File: src/rtl/fft_frame_sequencer.sv
// fft_frame_sequencer: runs one FFT per audio frame.
// It loads real samples from the input frame buffer into fft_controller and
// pulses start. It then waits for done and streams the results into the output
// buffer that feeds SPI. Control outputs are registered. The two data buses are
// gated copies of the 1-cycle-latency read data.
module fft_frame_sequencer #(
    parameter int N_LOG2  = 6,
    parameter int WIDTH   = 16,
    parameter int TIMEOUT = 4096
) (
    input  logic                 i_clk,
    input  logic                 i_rst_n,
    input  logic                 i_frame_valid,
    output logic                 o_frame_ack,
    output logic [N_LOG2-1:0]    o_in_adr,
    input  logic [WIDTH-1:0]     i_in_data,
    output logic                 o_fft_load,
    output logic                 o_fft_start,
    output logic [N_LOG2-1:0]    o_fft_adr,
    output logic [2*WIDTH-1:0]   o_fft_rd,
    input  logic                 i_fft_done,
    input  logic [2*WIDTH-1:0]   i_fft_wd,
    input  logic                 i_out_ready,
    output logic                 o_out_we,
    output logic [N_LOG2-1:0]    o_out_adr,
    output logic [2*WIDTH-1:0]   o_out_data,
    output logic                 o_frame_done,
    output logic                 o_busy,
    output logic                 o_err
);

    // Counter carries one extra bit so the terminal value 2^N_LOG2 is visible
    // without wrapping into the next frame.
    localparam int CW = N_LOG2 + 1;
    localparam int TW = $clog2(TIMEOUT) + 1;
    localparam logic [TW-1:0] TMR_LAST = TW'(TIMEOUT - 1);

    typedef enum logic [2:0] {
        S_IDLE   = 3'd0,
        S_LOAD   = 3'd1,
        S_START  = 3'd2,
        S_WAIT   = 3'd3,
        S_HOLD   = 3'd4,
        S_UNLOAD = 3'd5,
        S_FIN    = 3'd6
    } state_t;

    state_t              r_state;
    logic [CW-1:0]       r_cnt;
    logic [TW-1:0]       r_timer;
    logic                r_err;
    logic                r_frame_ack;
    logic [N_LOG2-1:0]   r_in_adr;
    logic                r_fft_load;
    logic                r_fft_start;
    logic [N_LOG2-1:0]   r_fft_adr;
    logic                r_out_we;
    logic [N_LOG2-1:0]   r_out_adr;
    logic                r_frame_done;
    logic                r_busy;

    state_t              w_state_nxt;
    logic [CW-1:0]       w_cnt_nxt;
    logic [CW-1:0]       w_cnt_inc;
    logic [TW-1:0]       w_timer_nxt;
    logic                w_err_nxt;
    logic                w_frame_ack_nxt;
    logic [N_LOG2-1:0]   w_in_adr_nxt;
    logic                w_fft_load_nxt;
    logic                w_fft_start_nxt;
    logic [N_LOG2-1:0]   w_fft_adr_nxt;
    logic                w_out_we_nxt;
    logic [N_LOG2-1:0]   w_out_adr_nxt;
    logic                w_frame_done_nxt;
    logic                w_busy_nxt;

    assign w_cnt_inc = r_cnt + CW'(1);

    // Next-state logic; output registers are loaded with the value they must show in the next state.
    always_comb begin
        w_state_nxt      = r_state;
        w_cnt_nxt        = r_cnt;
        w_timer_nxt      = r_timer;
        w_err_nxt        = r_err;
        w_frame_ack_nxt  = 1'b0;
        w_in_adr_nxt     = {N_LOG2{1'b0}};
        w_fft_load_nxt   = 1'b0;
        w_fft_start_nxt  = 1'b0;
        w_fft_adr_nxt    = {N_LOG2{1'b0}};
        w_out_we_nxt     = 1'b0;
        w_out_adr_nxt    = {N_LOG2{1'b0}};
        w_frame_done_nxt = 1'b0;
        case (r_state)
            S_IDLE: begin
                // A timed-out FFT parks the sequencer here until reset.
                if (i_frame_valid && !r_err) begin
                    w_state_nxt = S_LOAD;
                    w_cnt_nxt   = {CW{1'b0}};
                end else begin
                    w_state_nxt = S_IDLE;
                end
            end
            S_LOAD: begin
                // Address cnt goes out now; its sample is forwarded to the FFT one cycle later.
                if (!r_cnt[N_LOG2]) begin
                    w_cnt_nxt      = w_cnt_inc;
                    w_in_adr_nxt   = w_cnt_inc[N_LOG2-1:0];
                    w_fft_load_nxt = 1'b1;
                    w_fft_adr_nxt  = r_cnt[N_LOG2-1:0];
                end else begin
                    w_state_nxt     = S_START;
                    w_cnt_nxt       = {CW{1'b0}};
                    w_timer_nxt     = {TW{1'b0}};
                    w_fft_start_nxt = 1'b1;
                    w_frame_ack_nxt = 1'b1;
                end
            end
            S_START: begin
                // The timer counts from the start cycle, so the timeout is measured from fft_start.
                w_state_nxt = S_WAIT;
                w_timer_nxt = r_timer + TW'(1);
            end
            S_WAIT: begin
                // Done takes priority over a timeout landing in the same cycle.
                if (i_fft_done) begin
                    w_state_nxt = S_HOLD;
                end else if (r_timer == TMR_LAST) begin
                    w_state_nxt = S_IDLE;
                    w_err_nxt   = 1'b1;
                end else begin
                    w_timer_nxt = r_timer + TW'(1);
                end
            end
            S_HOLD: begin
                if (i_out_ready) begin
                    w_state_nxt   = S_UNLOAD;
                    w_cnt_nxt     = {CW{1'b0}};
                    w_fft_adr_nxt = {N_LOG2{1'b0}};
                end else begin
                    w_state_nxt = S_HOLD;
                end
            end
            S_UNLOAD: begin
                // out_ready and fft_done are deliberately ignored until the frame is written.
                if (!r_cnt[N_LOG2]) begin
                    w_cnt_nxt     = w_cnt_inc;
                    w_fft_adr_nxt = w_cnt_inc[N_LOG2-1:0];
                    w_out_we_nxt  = 1'b1;
                    w_out_adr_nxt = r_cnt[N_LOG2-1:0];
                end else begin
                    w_state_nxt      = S_FIN;
                    w_cnt_nxt        = {CW{1'b0}};
                    w_frame_done_nxt = 1'b1;
                end
            end
            S_FIN: begin
                w_state_nxt = S_IDLE;
            end
            default: begin
                w_state_nxt = S_IDLE;
                w_cnt_nxt   = {CW{1'b0}};
            end
        endcase
        w_busy_nxt = (w_state_nxt != S_IDLE);
    end

    // State, counters, sticky error, and registered outputs.
    always_ff @(posedge i_clk or negedge i_rst_n) begin
        if (!i_rst_n) begin
            r_state      <= S_IDLE;
            r_cnt        <= {CW{1'b0}};
            r_timer      <= {TW{1'b0}};
            r_err        <= 1'b0;
            r_frame_ack  <= 1'b0;
            r_in_adr     <= {N_LOG2{1'b0}};
            r_fft_load   <= 1'b0;
            r_fft_start  <= 1'b0;
            r_fft_adr    <= {N_LOG2{1'b0}};
            r_out_we     <= 1'b0;
            r_out_adr    <= {N_LOG2{1'b0}};
            r_frame_done <= 1'b0;
            r_busy       <= 1'b0;
        end else begin
            r_state      <= w_state_nxt;
            r_cnt        <= w_cnt_nxt;
            r_timer      <= w_timer_nxt;
            r_err        <= w_err_nxt;
            r_frame_ack  <= w_frame_ack_nxt;
            r_in_adr     <= w_in_adr_nxt;
            r_fft_load   <= w_fft_load_nxt;
            r_fft_start  <= w_fft_start_nxt;
            r_fft_adr    <= w_fft_adr_nxt;
            r_out_we     <= w_out_we_nxt;
            r_out_adr    <= w_out_adr_nxt;
            r_frame_done <= w_frame_done_nxt;
            r_busy       <= w_busy_nxt;
        end
    end

    assign o_frame_ack  = r_frame_ack;
    assign o_in_adr     = r_in_adr;
    assign o_fft_load   = r_fft_load;
    assign o_fft_start  = r_fft_start;
    assign o_fft_adr    = r_fft_adr;
    assign o_out_we     = r_out_we;
    assign o_out_adr    = r_out_adr;
    assign o_frame_done = r_frame_done;
    assign o_busy       = r_busy;
    assign o_err        = r_err;

    // Read data arrives in the strobe cycle, so it is forwarded and gated by the registered strobe.
    always_comb begin
        if (r_fft_load) begin
            o_fft_rd = {i_in_data, {WIDTH{1'b0}}};
        end else begin
            o_fft_rd = {(2*WIDTH){1'b0}};
        end
        if (r_out_we) begin
            o_out_data = i_fft_wd;
        end else begin
            o_out_data = {(2*WIDTH){1'b0}};
        end
    end

endmodule

File: config.mk
export PLATFORM = sky130hd
export DESIGN_NAME = fft_frame_sequencer
export DESIGN_NICKNAME = d
export VERILOG_FILES = /design/src/rtl/fft_frame_sequencer.sv
export SDC_FILE = /design/constraint.sdc
export NUM_CORES = 1
export LEC_CHECK = 0
export BUFFER_PORTS_ARGS = -buffer_cell sky130_fd_sc_hd__clkbuf_2
export CAP_MARGIN = 20
export CORE_MARGIN = 3
export CORE_UTILIZATION = 30
export CTS_CLUSTER_SIZE = 40
export DETAILED_ROUTE_END_ITERATION = 12
export PLACE_DENSITY = 0.56
export REMOVE_ABC_BUFFERS = 1
export SLEW_MARGIN = 20
export SYNTH_ARGS = -nofsm -noshare
export SYNTH_HDL_FRONTEND = slang
export SYNTH_SLANG_ARGS = --single-unit
export TNS_END_PERCENT = 5
File: constraint.sdc
create_clock -name i_clk -period 4.23 [get_ports i_clk]
set_clock_uncertainty 0.1 [all_clocks]
set_input_delay 0.846 -clock i_clk [delete_from_list [all_inputs] [get_ports i_clk]]
set_output_delay 0.846 -clock i_clk [all_outputs]
set_load 0.1 [all_outputs]
==> results of run 1 <==
-- cell type report --
class	count	share of cell area
Clock buffer	6	0.0245
Clock inverter	2	0.00483
Inverter	6	0.00707
Multi-Input combinational cell	210	0.387
Sequential cell	47	0.350
Tap cell	105	0.0390
Timing Repair Buffer	126	0.188
-- layer usage --
layer  GRT usage  wire length [um]  part of all wire
met3      0.0306               568             0.085
met2       0.238              3360              0.50
met5           0                 0                 0
met1       0.159              2650              0.40
met4      0.0336                78             0.012
-- cell usage in the layout (no fill, tap or decap), types with 3 or more instances in the layout --
cell type,netlist,routed
xor2_1,3,3
inv_1,5,5
nand2b_1,9,9
nor2b_1,4,4
a21oi_1,4,4
xnor2_1,4,4
nand4_1,3,3
dfrtp_1,47,47
o21ai_1,5,5
mux2i_1,12,12
o21ai_0,3,3
nand3_1,4,4
o2bb2ai_1,3,3
clkbuf_8,0,6
nor2_1,16,16
o211ai_1,3,3
a21o_1,3,3
nand2_1,30,30
conb_1,1,16
clkbuf_2,0,125
and2_1,56,56
-- kinds of logic (layout without fill, tap and decap cells) --
group	after synthesis	in the layout	share of synthesized area
xor+xnor	7	7	0.0231
flops	47	47	0.444
mux	13	13	0.0496
fa+ha+maj	2	2	0.00945
buf+inv	36	140	0.0860
compound gates	37	37	0.106
other cells	1	16	0.00142
simple gates	135	135	0.281
-- state kept, by name, summed over array words and instances, names as in the netlist --
signal        cells
r_timer          13
r_cnt             7
o_fft_adr         6
o_in_adr          6
o_out_adr         6
r_state           3
o_busy            1
o_err             1
o_fft_load        1
o_fft_start       1
o_frame_done      1
o_out_we          1
-- how the worst max path moves through the flow --
stage                           endpoint  slack [ns]  cells after the start
after global placement     o_out_data[4]        1.76                      3
final                     o_out_data[10]        1.47                      2
after detailed placement  o_out_data[10]        1.76                      3
after floorplan            o_out_data[0]        1.22                      1
after CTS                 o_out_data[10]        1.45                      2
after global routing      o_out_data[15]        1.34                      2
-- through the flow --
| stage | util | area [um^2] |
|---|---|---|
| 2_1_floorplan | - | 2500 |
| 3_3_place_gp | 0.390 | 3270 |
| 3_5_place_dp | 0.390 | 3270 |
| 4_1_cts | 0.401 | 3360 |
| 5_1_grt | 0.401 | 3360 |
| 6_report | 0.401 | 3360 |
-- critical path, stage by stage (launching register included) --
cell and delay [ns]:
dfrtp_1 0.81, and2_1 0.24, clkbuf_2 0.47
==> reports/metrics.cfg, run 1 <==
[route]
vias=2299
wl_um=6660
ant_nets=0
wl_per_cell_um=13.3
dr.pass1.iters=4
post-route-drc-count=0
routed_via_density=4.58
drtIter0Drc=70

[worst_hold_path]
min-delay-start=o_err$_DFFE_PN0P_
holdCritPathClass=reg2reg
hold_depth=1
hold_end=o_err$_DFFE_PN0P_

[synth]
synth_commonest_cells=56 x and2_1, 47 x dfrtp_1, 30 x nand2_1, 19 x buf_4, 16 x nor2_1
yosysTopAreaCell=dfrtp_1
synthArstFlopShare=1.00
synth.avg_cell_area_um2=9.53
seq_area_frac_synth=0.444
netlist-cell-type-count=47
syn_inst=278
synth_area_leaders=dfrtp_1 44%, and2_1 13%, buf_4 5.4%
synth-seq-cells=47
ys.flop_type=dfrtp_1
synth_top_area_share=0.444
yosys_warnings=0
synth_edf_count=0
synth.most_common_cell=and2_1
synth.cell_area_um2=2650

[cells_and_area]
seq_area_um2=1180
nNetsFinal=451
nFillCells=859
multiInputGateArea_um2=1300
syn_to_final_growth_pct=27.0
num_antenna_cells=0
fin_cells=502
drive_gt1_frac=0.358

[floorplanning]
core_um2=8380
die_h_um=100
ioPinCount=142
start_util=0.316
die_w_um=100
die_area_um2=9990
num_rows=33

[placed_design]
io_buffers=125
dp_hpwl_um=5330
pre_cts_slack_ns=1.76
dp.cells=494
gp_congestion=0.815

[clock_tree]
htree_levels=2
cts_buffers=5
cts-resized-gates=0
insertion_delay_ns=0.30
postCtsSetupBuffers=0
cts_tree=yes
clk_pin_slew_ns=0.09
cts_hold_buf=0
clockRootBuffer=clkbuf_8
cts.sinks=47
clk_path_buf_depth=2

[setup_path]
crit_path_end_kind=output port
reg2reg_depth=5
timing.rr.end=o_fft_adr[5]$_DFF_PN0_
cp_data_arrival_time_ns=1.82
regToRegSetupSlack_ns=2.23
worst_ep_required_time_ns=3.28
cp-start-kind=flop
crit_start=o_out_we$_DFF_PN0_
crit_type=reg2out
crit_path_max_fanout=33
reg2reg_from=r_state[0]$_DFF_PN0_

[timing]
hold_viol=0
min_period_ns=2.76
tightestPinTransition_ns=0.726
rsz0062_at_grt=no
slew_violations=0
fin_tns_setup_ns=0
setup_violations=0
relSlewSlack=0.515
post-route-period-util=0.653
fmax_mhz=362
timing.final.ws_setup_ns=1.47
hold_slack_ns=0.398

[outcome]
outcome=finished, final reports clean

[grt]
grt-ovfl-total=0
grt_pass1_vias=2217
grt_pass1_wl_um=10800
grt_util_all_layers=0.132
grt_max_degree=34
antenna_found_initial=0

[run]
drv_cap=0

Power of run 1 is left out: the tool's default activity adds up to more than one toggle a clock period on the data nets, which glitch-free logic cannot reach.
==> run 2, diff against run 1 <==
--- a/config.mk
+++ b/config.mk
@@ -11,7 +11,7 @@
 export CORE_UTILIZATION = 30
 export CTS_CLUSTER_SIZE = 40
 export DETAILED_ROUTE_END_ITERATION = 12
-export PLACE_DENSITY = 0.56
+export PLACE_DENSITY = 0.59
 export REMOVE_ABC_BUFFERS = 1
 export SLEW_MARGIN = 20
 export SYNTH_ARGS = -nofsm -noshare
==> constraint.sdc (replaced) <==
create_clock -name i_clk -period 2.5 [get_ports i_clk]
set_clock_uncertainty 0.1 [all_clocks]
set_input_delay 0.5 -clock i_clk [delete_from_list [all_inputs] [get_ports i_clk]]
set_output_delay 0.5 -clock i_clk [all_outputs]
set_load 0.1 [all_outputs]
==> reports/metrics.cfg, run 2 (synthesis gave the netlist of run 1 again) <==
[setup_path]
crit_path_max_fanout=33  ; unchanged
worst_ep_required_time_ns=1.90  ; -1.38 ns
critPathMaxStageDelay_ns=0.46  ; -0.35 ns
cp_slowest_cell=clkbuf_2
cp-start-kind=flop
crit_family=buffers and inverters
cp_data_arrival_time_ns=1.50  ; -0.32 ns
cp_cell_sequence=buf_4, and2_1, clkbuf_2
critPathBufInv=2  ; +1
crit_type=reg2out
crit_path_end_kind=output port

[timing]
rsz0062_at_grt=no
tightestPinTransition_ns=0.564  ; -0.162 ns
relSlewSlack=0.623  ; +0.108
fmax_mhz=476
setup_violations=0  ; unchanged
slew_violations=0  ; unchanged
hold_viol=0  ; unchanged
min_period_ns=2.10
post-route-period-util=0.841

[worst_hold_path]
holdCritPathClass=in2async

[cells_and_area]
layout_commonest_cell=clkbuf_2
nFillCells=862  ; +0.35%
final_cell_mix=125 x clkbuf_2, 56 x and2_1, 47 x dfrtp_1
drive_gt1_frac=0.364  ; +0.00641
largest_register_ffs=13  ; unchanged
fin_util=0.410  ; +0.00851
top_regs=r_timer x13, r_cnt x7
num_antenna_cells=0  ; unchanged
syn_to_final_growth_pct=29.7
largest-register=r_timer
nNetsFinal=455  ; +0.89%

[placed_design]
io_buffers=125  ; unchanged
dp_hpwl_um=5290  ; -0.88%
gp_congestion=0.797  ; -2.2%

[clock_tree]
cts-resized-gates=0  ; unchanged
insertion_delay_ns=0.31  ; about the same
postCtsSetupBuffers=0  ; unchanged
clk_pin_slew_ns=0.10  ; about the same
clockRootBuffer=clkbuf_8
cts_buffers=5  ; unchanged
clk_path_buf_depth=2  ; unchanged
cts.sinks=47  ; unchanged
cts_tree=yes
htree_levels=2  ; unchanged
cts_hold_buf=0  ; unchanged

[grt]
grtUsageMet3=0.0334  ; +0.00278
grt_max_degree=34  ; unchanged
antenna_found_initial=0  ; unchanged
grt-busiest-layer=met2
grt-ovfl-total=0  ; unchanged
met1_usage=0.158  ; -0.000277
grt_util_all_layers=0.132  ; -0.000370
use_met2=0.234  ; -0.00359
grt_pass1_vias=2167  ; -2.3%
grt_pass1_wl_um=10700  ; -1.4%

[route]
routed_via_density=4.55  ; -0.57%
post-route-drc-count=0  ; unchanged
drtIter0Drc=76  ; +8.6%
dr.pass1.iters=4  ; unchanged
wl_um=6660  ; about the same
vias=2304  ; +0.22%
wl_per_cell_um=13.2  ; -0.72%
ant_nets=0  ; unchanged

[outcome]
outcome=finished, final reports clean

[floorplanning]
start_util=0.316  ; unchanged
die_area_um2=9990  ; unchanged
die_w_um=100  ; unchanged
num_rows=33  ; unchanged
core_um2=8380  ; unchanged
die_h_um=100  ; unchanged
ioPinCount=142  ; unchanged

[run]
drv_cap=0  ; unchanged

## run 2: changes by cell type in the layout (fill, tap and decap cells not counted), sizes merged
cell	delta
buf	+4
bufinv	+2
inv	+1
clkinv	-1
clkbuf	-1
clkinvlp	-1
## run 2: final timing paths
kind | slack, ns | startpoint | endpoint | depth (start not counted)
setup / recovery | 0.40 | o_out_we$_DFF_PN0_ | o_out_data[9] | 3
min in group i_clk | 0.40 | o_err$_DFFE_PN0P_ | o_err$_DFFE_PN0P_ | 1
hold / removal | 0.06 | i_rst_n | r_state[0]$_DFF_PN0_ | 1
max in group asynchronous | 1.63 | i_rst_n | r_cnt[3]$_DFFE_PN0P_ | 2
setup reg to reg | 0.54 | r_state[0]$_DFF_PN0_ | o_fft_adr[5]$_DFF_PN0_ | 5
hold reg to reg | 0.40 | o_err$_DFFE_PN0P_ | o_err$_DFFE_PN0P_ | 1
## run 2: layout make-up
cell class                      count  area, um^2  share of cell area
Inverter                            6        23.8             0.00692
Multi-Input combinational cell    210        1300               0.379
Clock buffer                        5        68.8              0.0200
Timing Repair Buffer              130         663               0.193
Sequential cell                    47        1180               0.342
Tap cell                          105         131              0.0382
Clock inverter                      3        71.3              0.0208
## run 2: through the flow
step	hold slack (ns)	cells	instance area (um^2)	TNS (ns)	setup slack [ns]
2_1_floorplan	0.104	263	2500	-5.33	-0.162
3_3_place_gp	0.386	498	3300	0	0.617
3_5_place_dp	0.379	498	3300	0	0.576
4_1_cts	0.0797	506	3440	0	0.354
5_1_grt	0.0926	506	3440	0	0.244
6_report	0.0582	506	3440	0	0.399
## run 2: routing by layer
metal | wire length, um | part of all wire
met1 | 2690 | 0.40
met2 | 3290 | 0.49
met3 | 632 | 0.095
met4 | 58 | 0.0087
met5 | 0 | 0
Power of run 2 is left out for the same reason.
